===== src/rtl/sys1_prgrom_arb_if.sv =====
// Program-ROM arbiter bus: CPU and aux requesters plus the shared ROM/decryptor port.
// The slave modport is the arbiter side; the master modport is the requester/ROM side.
interface sys1_prgrom_arb_if;
  logic        cpu_req;
  logic        cpu_m1;
  logic [14:0] cpu_ad;
  logic [7:0]  cpu_dt;
  logic        cpu_ack;
  logic        aux_req;
  logic [14:0] aux_ad;
  logic [7:0]  aux_dt;
  logic        aux_ack;
  logic        rom_m1;
  logic [14:0] rom_ad;
  logic [7:0]  rom_raw;
  logic [7:0]  rom_dec;

  modport slave (
    input  cpu_req, cpu_m1, cpu_ad, aux_req, aux_ad, rom_raw, rom_dec,
    output cpu_dt, cpu_ack, aux_dt, aux_ack, rom_m1, rom_ad
  );

  modport master (
    output cpu_req, cpu_m1, cpu_ad, aux_req, aux_ad, rom_raw, rom_dec,
    input  cpu_dt, cpu_ack, aux_dt, aux_ack, rom_m1, rom_ad
  );
endinterface


===== src/rtl/sys1_prgrom_arb.sv =====
// Shares one program ROM/decryptor between CPU (decrypted) and aux (raw) readers.
// Define SYS1_PRGARB_RR_EN for round-robin arbitration; default is fixed CPU priority.
module sys1_prgrom_arb #(
  parameter int unsigned ROM_LAT = 2
) (
  input logic             i_clk,
  input logic             i_rst,
  sys1_prgrom_arb_if.slave io_bus
);

  typedef enum logic [1:0] {StIdle, StCpuRd, StAuxRd} state_e;

  localparam logic [2:0] LatInit = 3'(ROM_LAT);

  state_e      r_state, w_state_nxt;
  logic [2:0]  r_cnt, w_cnt_nxt;
  logic [14:0] r_rom_ad, w_rom_ad_nxt;
  logic        r_m1, w_m1_nxt;
  logic [7:0]  r_cpu_dt, w_cpu_dt_nxt;
  logic [7:0]  r_aux_dt, w_aux_dt_nxt;
  logic        w_gnt_cpu;
  logic        w_gnt_aux;
  logic        w_cpu_ack;
  logic        w_aux_ack;

`ifdef SYS1_PRGARB_RR_EN
  logic r_last_cpu, w_last_cpu_nxt;

  // On a tie the requester that did not win last time gets the ROM.
  assign w_gnt_cpu = io_bus.cpu_req && !(io_bus.aux_req && r_last_cpu);
`else
  assign w_gnt_cpu = io_bus.cpu_req;
`endif
  assign w_gnt_aux = io_bus.aux_req && !w_gnt_cpu;

  // Ack is the single cycle in which the grant's counter sits at zero.
  assign w_cpu_ack = (r_state == StCpuRd) && (r_cnt == 3'd0);
  assign w_aux_ack = (r_state == StAuxRd) && (r_cnt == 3'd0);

  always_comb begin
    w_state_nxt  = r_state;
    w_cnt_nxt    = r_cnt;
    w_rom_ad_nxt = r_rom_ad;
    w_m1_nxt     = r_m1;
    w_cpu_dt_nxt = r_cpu_dt;
    w_aux_dt_nxt = r_aux_dt;
`ifdef SYS1_PRGARB_RR_EN
    w_last_cpu_nxt = r_last_cpu;
`endif
    unique case (r_state)
      StIdle: begin
        if (w_gnt_cpu) begin
          w_state_nxt  = StCpuRd;
          w_cnt_nxt    = LatInit;
          w_rom_ad_nxt = io_bus.cpu_ad;
          w_m1_nxt     = io_bus.cpu_m1;
`ifdef SYS1_PRGARB_RR_EN
          w_last_cpu_nxt = 1'b1;
`endif
        end else if (w_gnt_aux) begin
          w_state_nxt  = StAuxRd;
          w_cnt_nxt    = LatInit;
          w_rom_ad_nxt = io_bus.aux_ad;
          w_m1_nxt     = 1'b0;
`ifdef SYS1_PRGARB_RR_EN
          w_last_cpu_nxt = 1'b0;
`endif
        end
      end
      StCpuRd: begin
        if (r_cnt == 3'd0) begin
          w_state_nxt = StIdle;
        end else begin
          w_cnt_nxt = r_cnt - 3'd1;
          if (r_cnt == 3'd1) w_cpu_dt_nxt = io_bus.rom_dec;
        end
      end
      StAuxRd: begin
        if (r_cnt == 3'd0) begin
          w_state_nxt = StIdle;
        end else begin
          w_cnt_nxt = r_cnt - 3'd1;
          if (r_cnt == 3'd1) w_aux_dt_nxt = io_bus.rom_raw;
        end
      end
      default: begin
        w_state_nxt = StIdle;
        w_cnt_nxt   = 3'd0;
      end
    endcase
  end

  always_ff @(posedge i_clk or posedge i_rst) begin
    if (i_rst) begin
      r_state  <= StIdle;
      r_cnt    <= 3'd0;
      r_rom_ad <= 15'd0;
      r_m1     <= 1'b0;
      r_cpu_dt <= 8'd0;
      r_aux_dt <= 8'd0;
    end else begin
      r_state  <= w_state_nxt;
      r_cnt    <= w_cnt_nxt;
      r_rom_ad <= w_rom_ad_nxt;
      r_m1     <= w_m1_nxt;
      r_cpu_dt <= w_cpu_dt_nxt;
      r_aux_dt <= w_aux_dt_nxt;
    end
  end

`ifdef SYS1_PRGARB_RR_EN
  always_ff @(posedge i_clk or posedge i_rst) begin
    if (i_rst) r_last_cpu <= 1'b0;
    else       r_last_cpu <= w_last_cpu_nxt;
  end
`endif

  assign io_bus.cpu_dt  = r_cpu_dt;
  assign io_bus.aux_dt  = r_aux_dt;
  assign io_bus.cpu_ack = w_cpu_ack;
  assign io_bus.aux_ack = w_aux_ack;
  assign io_bus.rom_ad  = r_rom_ad;
  assign io_bus.rom_m1  = (r_state == StCpuRd) && r_m1;

  a_one_ack: assert property (@(posedge i_clk) disable iff (i_rst) !(w_cpu_ack && w_aux_ack));
  a_ad_stable: assert property (@(posedge i_clk) disable iff (i_rst)
    (r_state != StIdle) |=> ((r_state == StIdle) || $stable(r_rom_ad)));

endmodule


===== src/flat_wrapper.sv =====
// flat-port wrapper written by rule: the top's interface ports become plain ports
module sys1_prgrom_arb_flat 
#(
  parameter int unsigned ROM_LAT = 2
)
  (i_clk, i_rst, io_bus_cpu_req, io_bus_cpu_m1, io_bus_cpu_ad, io_bus_aux_req, io_bus_aux_ad, io_bus_rom_raw, io_bus_rom_dec, io_bus_cpu_dt, io_bus_cpu_ack, io_bus_aux_dt, io_bus_aux_ack, io_bus_rom_m1, io_bus_rom_ad);
  sys1_prgrom_arb_if io_bus_i ();
  input logic i_clk;
  input logic i_rst;
  input wire logic [$bits(io_bus_i.cpu_req)-1:0] io_bus_cpu_req;
  input wire logic [$bits(io_bus_i.cpu_m1)-1:0] io_bus_cpu_m1;
  input wire logic [$bits(io_bus_i.cpu_ad)-1:0] io_bus_cpu_ad;
  input wire logic [$bits(io_bus_i.aux_req)-1:0] io_bus_aux_req;
  input wire logic [$bits(io_bus_i.aux_ad)-1:0] io_bus_aux_ad;
  input wire logic [$bits(io_bus_i.rom_raw)-1:0] io_bus_rom_raw;
  input wire logic [$bits(io_bus_i.rom_dec)-1:0] io_bus_rom_dec;
  output wire logic [$bits(io_bus_i.cpu_dt)-1:0] io_bus_cpu_dt;
  output wire logic [$bits(io_bus_i.cpu_ack)-1:0] io_bus_cpu_ack;
  output wire logic [$bits(io_bus_i.aux_dt)-1:0] io_bus_aux_dt;
  output wire logic [$bits(io_bus_i.aux_ack)-1:0] io_bus_aux_ack;
  output wire logic [$bits(io_bus_i.rom_m1)-1:0] io_bus_rom_m1;
  output wire logic [$bits(io_bus_i.rom_ad)-1:0] io_bus_rom_ad;
  assign io_bus_i.cpu_req = io_bus_cpu_req;
  assign io_bus_i.cpu_m1 = io_bus_cpu_m1;
  assign io_bus_i.cpu_ad = io_bus_cpu_ad;
  assign io_bus_i.aux_req = io_bus_aux_req;
  assign io_bus_i.aux_ad = io_bus_aux_ad;
  assign io_bus_i.rom_raw = io_bus_rom_raw;
  assign io_bus_i.rom_dec = io_bus_rom_dec;
  assign io_bus_cpu_dt = io_bus_i.cpu_dt;
  assign io_bus_cpu_ack = io_bus_i.cpu_ack;
  assign io_bus_aux_dt = io_bus_i.aux_dt;
  assign io_bus_aux_ack = io_bus_i.aux_ack;
  assign io_bus_rom_m1 = io_bus_i.rom_m1;
  assign io_bus_rom_ad = io_bus_i.rom_ad;
  sys1_prgrom_arb #(.ROM_LAT(ROM_LAT)) u_core (.i_clk(i_clk), .i_rst(i_rst), .io_bus(io_bus_i));
endmodule

===== config.mk =====
export PLATFORM = sky130hd
export DESIGN_NAME = sys1_prgrom_arb_flat
export DESIGN_NICKNAME = d
export VERILOG_FILES = /design/src/rtl/sys1_prgrom_arb_if.sv /design/src/rtl/sys1_prgrom_arb.sv /design/src/flat_wrapper.sv
export SDC_FILE = /design/constraint.sdc
export NUM_CORES = 1
export LEC_CHECK = 0
export ABC_AREA = 1
export CORE_ASPECT_RATIO = 0.7
export CORE_MARGIN = 2
export CORE_UTILIZATION = 37
export DETAILED_ROUTE_END_ITERATION = 8
export GPL_ROUTABILITY_DRIVEN = 0
export PLACE_DENSITY = 0.76
export SETUP_SLACK_MARGIN = 0.4
export SLEW_MARGIN = 10
export SYNTH_ARGS = -nofsm -noshare
export SYNTH_HDL_FRONTEND = slang
export SYNTH_SLANG_ARGS = --single-unit

===== constraint.sdc =====
create_clock -name i_clk -period 1.5 [get_ports i_clk]
set_clock_uncertainty 0.15 [all_clocks]
set_input_delay 0.15 -clock i_clk [delete_from_list [all_inputs] [get_ports i_clk]]
set_output_delay 0.15 -clock i_clk [all_outputs]
set_load 0.01 [all_outputs]

==> results.toml, run 1 <==
[setup_path]
rrSetupSlack_ns = -0.05
cp.arrival_ns = 1.59
crit_type = "register to register"
crit_path_end_kind = "register"
path_max_fanout = 6
max_stage_delay_ns = 0.39
worstRegToRegCells = 8
cp_slowest_cell = "dfrtp_1"
crit_buf_inv = 3
critPathTopFamily = "flip-flops"
r2r_end = "u_core.io_bus.rom_ad[5]"
worstPathRequired_ns = 1.54
crit_chain = "inv_2 -> buf_6 -> ha_4 -> nand2_4 -> nand2_8 -> clkbuf_16 -> nand3_1 -> o21a_1"
startpoint_type = "register"
r2r_start = "u_core.r_state[1]"

[timing]
finalHoldWorstSlack_ns = 0.08938
finalMaxSlewViolations = 0
setup_viol = 20
worst_pin_slew_ns = 0.2248
timing.fmax_mhz = 645.9
rsz0062_at_grt = "true"
fin_crit_ns = 1.548
fin_crit_sh = 1.032
fin_ws_ns = -0.04824
hold_viol = 0
maxSlewHeadroom = 0.8497

[placed_design]
dp_cells = 363
placed_area_sq_um = 2898
place_hpwl_um = 3238
portBuffers = 84

[power]
p_leak_nw = 1.619
irDropWorstVdd_mv = 1.039
p_per_area_nw_per_um2 = 1889

[yosys]
synth_top_area_frac = 0.5146
ys_async_sr_fraction = 1.000
ys_seq_elements = 37
netlist_top_cells_count = "nand2_1 (67), dfrtp_1 (37), inv_1 (29), nand3_1 (19), o21a_1 (15)"
syn_nets = 269
yosysSeqAreaShare = 0.5146
syn_inst = 211
netlist_area_sq_um = 1799
yosysMostFrequentCell = "nand2_1"
synthTopCellsByArea = "dfrtp_1 (51%), nand2_1 (14%), o21a_1 (6.3%)"
avgSynthCellArea_sq_um = 8.527
ys_warn_count = 0
synth_cell_type_count = 17
synth_edf_count = 0
synth_flop_cell = "dfrtp_1"
yosys.area.top_type = "dfrtp_1"

[detailed_routing]
first_iter_violations = 58
antenna_left = 0
wl_per_cell_um = 12.91
vias = 1801
vias_per_cell = 4.514
drcViolationCount = 0
dr.pass1.iters = 4
wl_um = 5153

[clocking]
cts_sinks = 37
hold_buffers = 0
htree_levels = 2
numCtsBuffers = 5
cts_root_buffer = "clkbuf_8"
clockBufferDepth = 2
cts_tree = "built"
clk_latency_ns = 0.30
clk_pin_slew_ns = 0.07

[floorplanning]
dieArea_sq_um = 5446
fp.dieW_um = 87.35
core_sq_um = 4730
rows = 21
die_y_um = 62.35
io_pins = 85
start_util = 0.3804

[final_layout]
drive_gt1_frac = 0.4123
area_delta_synth_final_pct = 88.87
num-nets-final = 399
diodes = 0
fin_area_sq_um = 3398
fillers = 371
fin_cells = 399

[global_routing]
antenna_found_initial = 0
grt_max_degree = 38
overflow = 0
grt_pass1_vias = 1704
grt_pass1_wl_um = 7665
grtUsageTotal = 0.1851

[flow_run]
maxCapViolations = 0

[outcome]
failed_checks = "negative setup slack"
outcome = "finished with violations"

[min_path]
hold_class = "input port to asynchronous set/reset pin"
-- layout by cell type (no fill, tap or decap) --
master           count
nand3_2             12
clkinvlp_4           1
nand3_4              5
inv_1               23
nand2_8              1
bufinv_16            1
clkbuf_1             1
clkdlybuf4s50_1     50
nor2_2               2
nand3_1              6
o21ai_2              6
nand2_4              5
buf_4               32
nand4_1              1
dfrtp_1             37
nand2_1             52
inv_2                6
ha_4                 5
buf_2               27
clkbuf_16            1
clkbuf_8             6
nor2_4               2
o21a_1              15
o21ai_1             14
buf_12               4
buf_6               14
nand2_2              9
ha_1                 1
buf_16               1
o21bai_1             1
ha_2                 1
-- metal layers --
metal	vias up	wire length, um	global-route usage
met2	72	2424	0.2964
li1	934	-	-
met1	787	2149	0.2168
met3	8	490	0.07979
met5	-	0	0
met4	0	88	0.07500
-- cell type report --
cell class                 instances  area (sq um)  area share
clock buffer                       7         86.33     0.02541
clock inverter                     1         30.03    0.008837
inverter                          30         116.4     0.03424
multi-input combinational        138          1002      0.2949
sequential                        37         925.9      0.2725
tap                               57         71.32     0.02099
timing repair buffer             129          1166      0.3432
-- registers in the layout (all words and copies together) (netlist names) --
signal,cells
u_core.io_bus.rom_ad,15
u_core.io_bus.aux_dt,8
u_core.io_bus.cpu_dt,8
u_core.r_cnt,3
u_core.r_state,2
u_core.r_m1,1
-- power by group --
part	switching (mW)	total, mW	internal (mW)
Clock	0.355	0.897	0.542
Sequential	0.286	1.76	1.48
Combinational	1.70	3.76	2.06
-- worst register-to-register path, stage by stage, from the launching register on --
cell and delay, ns:
dfrtp_1 0.39, inv_2 0.09, buf_6 0.10, ha_4 0.18, nand2_4 0.09, nand2_8 0.11
clkbuf_16 0.15, nand3_1 0.07, o21a_1 0.11
-- kinds of logic (layout without fill, tap and decap cells) --
| logic type | after synthesis | after routing | synth area share |
|---|---|---|---|
| flops | 37 | 37 | 0.5146 |
| compound gates | 36 | 36 | 0.1224 |
| simple gates | 93 | 95 | 0.2170 |
| fa+ha+maj | 7 | 7 | 0.04868 |
| buf+inv | 38 | 167 | 0.09735 |
-- metrics by stage --
| stage | TNS [ns] | util | worst slack [ns] | power (mW) |
|---|---|---|---|---|
| after floorplan | 0 | - | 0.1566 | 3.150 |
| after global routing | -2.483 | 0.7185 | -0.1206 | 6.870 |
| after detailed placement | -0.7348 | 0.6127 | -0.1450 | 4.600 |
| after CTS | -0.2159 | 0.6545 | -0.02559 | 5.757 |
| after global placement | -0.5170 | 0.6127 | -0.09272 | 4.525 |
| final | -0.4202 | 0.7185 | -0.04824 | 6.420 |
-- worst max-delay path by stage --
| stage | depth (start not counted) | startpoint | end | slack [ns] |
|---|---|---|---|---|
| detailed placement | 5 | u_core.r_cnt[1] | io_bus_aux_ack | -0.14 |
| global placement | 5 | u_core.r_cnt[1] | io_bus_aux_ack | -0.09 |
| global route | 8 | u_core.r_state[1] | u_core.io_bus.rom_ad[5] | -0.12 |
| CTS | 5 | u_core.r_state[1] | io_bus_aux_ack | -0.03 |
| finish | 8 | u_core.r_state[1] | u_core.io_bus.rom_ad[5] | -0.05 |
| floorplan | 7 | u_core.r_state[1] | u_core.io_bus.rom_ad[0] | 0.16 |
-- what timing repair did --
item                       in CTS  in global routing
setup endpoints to repair      71                 71
setup buffers                  10                 14
gates resized for setup       175                 37
hold endpoints to repair        0                  0
cloned                          3                  1
pin swaps                      17                 20
No activity file was read; power rests on OpenSTA's default activity.
==> inputs of run 2 (changes only) <==
--- a/config.mk
+++ b/config.mk
@@ -6,12 +6,14 @@
 export NUM_CORES = 1
 export LEC_CHECK = 0
 export ABC_AREA = 1
+export ABC_CLOCK_PERIOD_IN_PS = 1500
 export CORE_ASPECT_RATIO = 0.7
-export CORE_MARGIN = 2
+export CORE_MARGIN = 8
 export CORE_UTILIZATION = 37
 export DETAILED_ROUTE_END_ITERATION = 8
 export GPL_ROUTABILITY_DRIVEN = 0
 export PLACE_DENSITY = 0.76
+export REMOVE_ABC_BUFFERS = 1
 export SETUP_SLACK_MARGIN = 0.4
 export SLEW_MARGIN = 10
 export SYNTH_ARGS = -nofsm -noshare
==> results.toml, run 2 (synthesis gave the netlist of run 1 again) <==
[detailed_routing]
vias_per_cell = 4.739
vias = 1886
dr.pass1.iters = 4
drcViolationCount = 0
wl_um = 6329
antenna_left = 0
wl_per_cell_um = 15.90
first_iter_violations = 46

[power]
irDropWorstVdd_mv = 0.7710
total_power_mw = 6.728
p_leak_nw = 1.680
p_per_area_nw_per_um2 = 1887

[clocking]
cts_sinks = 37
hold_buffers = 0
cts_tree = "built"
numCtsBuffers = 5
clockBufferDepth = 2
clk_pin_slew_ns = 0.08
htree_levels = 2
cts_root_buffer = "clkbuf_8"
clk_latency_ns = 0.30

[setup_path]
r2r_end = "u_core.io_bus.cpu_dt[0]"
rrSetupSlack_ns = -0.05
worstRegToRegCells = 8
critPathLaunch = "u_core.r_state[1]"
crit_path_end_kind = "primary output"
worstPathRequired_ns = 1.20
cp.arrival_ns = 1.28
path_max_fanout = 3
crit_type = "register to primary output"
r2r_start = "u_core.r_cnt[1]"
startpoint_type = "register"

[global_routing]
grtUsageTotal = 0.1671
grt.busiest_layer = "met2"
overflow = 0
met2_usage = 0.2693
grtUsageMet3 = 0.07103
antenna_found_initial = 0
met1_usage = 0.1935
grt_max_degree = 38
grt_pass1_vias = 1899
grt_pass1_wl_um = 9390

[final_layout]
fillers = 335
largest_reg_flops = 15
seqCellArea_sq_um = 925.9
final_cell_mix = "clkdlybuf4s50_1 (50), nand2_1 (44), dfrtp_1 (37)"
layout_commonest_cell = "clkdlybuf4s50_1"
num-nets-final = 400
fin_util = 0.7537
drive_gt1_frac = 0.4721
fin_area_sq_um = 3565
diodes = 0
multi_input_area_sq_um = 1082
area_delta_synth_final_pct = 98.12

[floorplanning]
io_pins = 85
fp.dieW_um = 99.35
core_sq_um = 4730
rows = 21
dieArea_sq_um = 7386
start_util = 0.3804
die_y_um = 74.35

[timing]
finalHoldWorstSlack_ns = 0.04691
worst_pin_slew_ns = 0.2515
hold_viol = 0
timing.fmax_mhz = 632.9
fin_crit_sh = 1.053
rsz0062_at_grt = "true"
fin_ws_ns = -0.07995
finalSetupTns_ns = -0.6354
finalMaxSlewViolations = 0
setup_viol = 28
maxSlewHeadroom = 0.8318
fin_crit_ns = 1.580

[min_path]
hold_class = "input port to asynchronous set/reset pin"

[flow_run]
maxCapViolations = 0

[placed_design]
portBuffers = 84
placed_area_sq_um = 2834
place_hpwl_um = 3941

[outcome]
outcome = "finished with violations"
failed_checks = "negative setup slack"
run 2: cell types whose count changed in the layout (fill, tap and decap cells not counted), moves of 2 or more:
cell	change
o21ai_2	+4
nand2_2	+5
o21ai_1	-4
nand3_2	+5
nand2_4	+3
buf_2	-13
buf_4	-2
inv_1	-2
buf_16	+2
nand3_1	-6
nand2_1	-8
inv_2	+2
buf_6	+16
run 2: how the worst max path moves through the flow:
stage                                          to  slack (ns)  cells after the start
after detailed placement           io_bus_cpu_ack       -0.18                      5
after global placement             io_bus_aux_ack       -0.13                      5
after CTS                 u_core.io_bus.cpu_dt[3]       -0.01                      8
final                              io_bus_cpu_ack       -0.08                      5
after floorplan           u_core.io_bus.rom_ad[0]       -0.30                      6
after global routing      u_core.io_bus.cpu_dt[0]       -0.12                      8
run 2: critical path: stages, from the launching register on:
cell and delay, ns:
dfrtp_1 0.42, inv_2 0.12, ha_4 0.16, inv_2 0.04
nor2_2 0.09, buf_2 0.15
run 2: stage by stage:
stage                     setup slack (ns)  std cells
after floorplan                    -0.3023        203
after global placement             -0.1298        362
after detailed placement           -0.1790        362
after CTS                         -0.01113        382
after global routing               -0.1174        398
final                             -0.07995        398
run 2: timing repair:
action | in CTS | in global routing
pin swaps | 16 | 21
gates cloned | 4 | 0
endpoints found under the setup margin | 71 | 71
setup buffers | 10 | 16
gates resized for setup | 222 | 55
run 2: area by class of cell:
type,count,area share
inverter,30,0.03229
sequential,37,0.2597
clock buffer,5,0.01931
timing repair buffer,131,0.3636
tap,57,0.02001
multi-input combinational,137,0.3036
clock inverter,1,0.001404
run 2: where the power goes:
group	switching [mW]	internal, mW
Combinational	1.89	2.37
Sequential	0.343	1.48
Clock	0.341	0.305
Total	2.57	4.16
run 2: per-layer routing:
metal  share of wire  wire length [um]  vias to the layer above
met4           0.014                91                        0
met1            0.42              2639                      877
met3           0.089               565                        8
li1                -                 -                      930
met5               0                 0                        -
met2            0.48              3032                       71
==> inputs of run 3 (changes only) <==
--- a/config.mk
+++ b/config.mk
@@ -6,7 +6,6 @@
 export NUM_CORES = 1
 export LEC_CHECK = 0
 export ABC_AREA = 1
-export ABC_CLOCK_PERIOD_IN_PS = 1500
 export CORE_ASPECT_RATIO = 0.7
 export CORE_MARGIN = 8
 export CORE_UTILIZATION = 37
==> results of run 3 <==
Same layout as run 2: the final DEF is identical, and so are final timing and power.
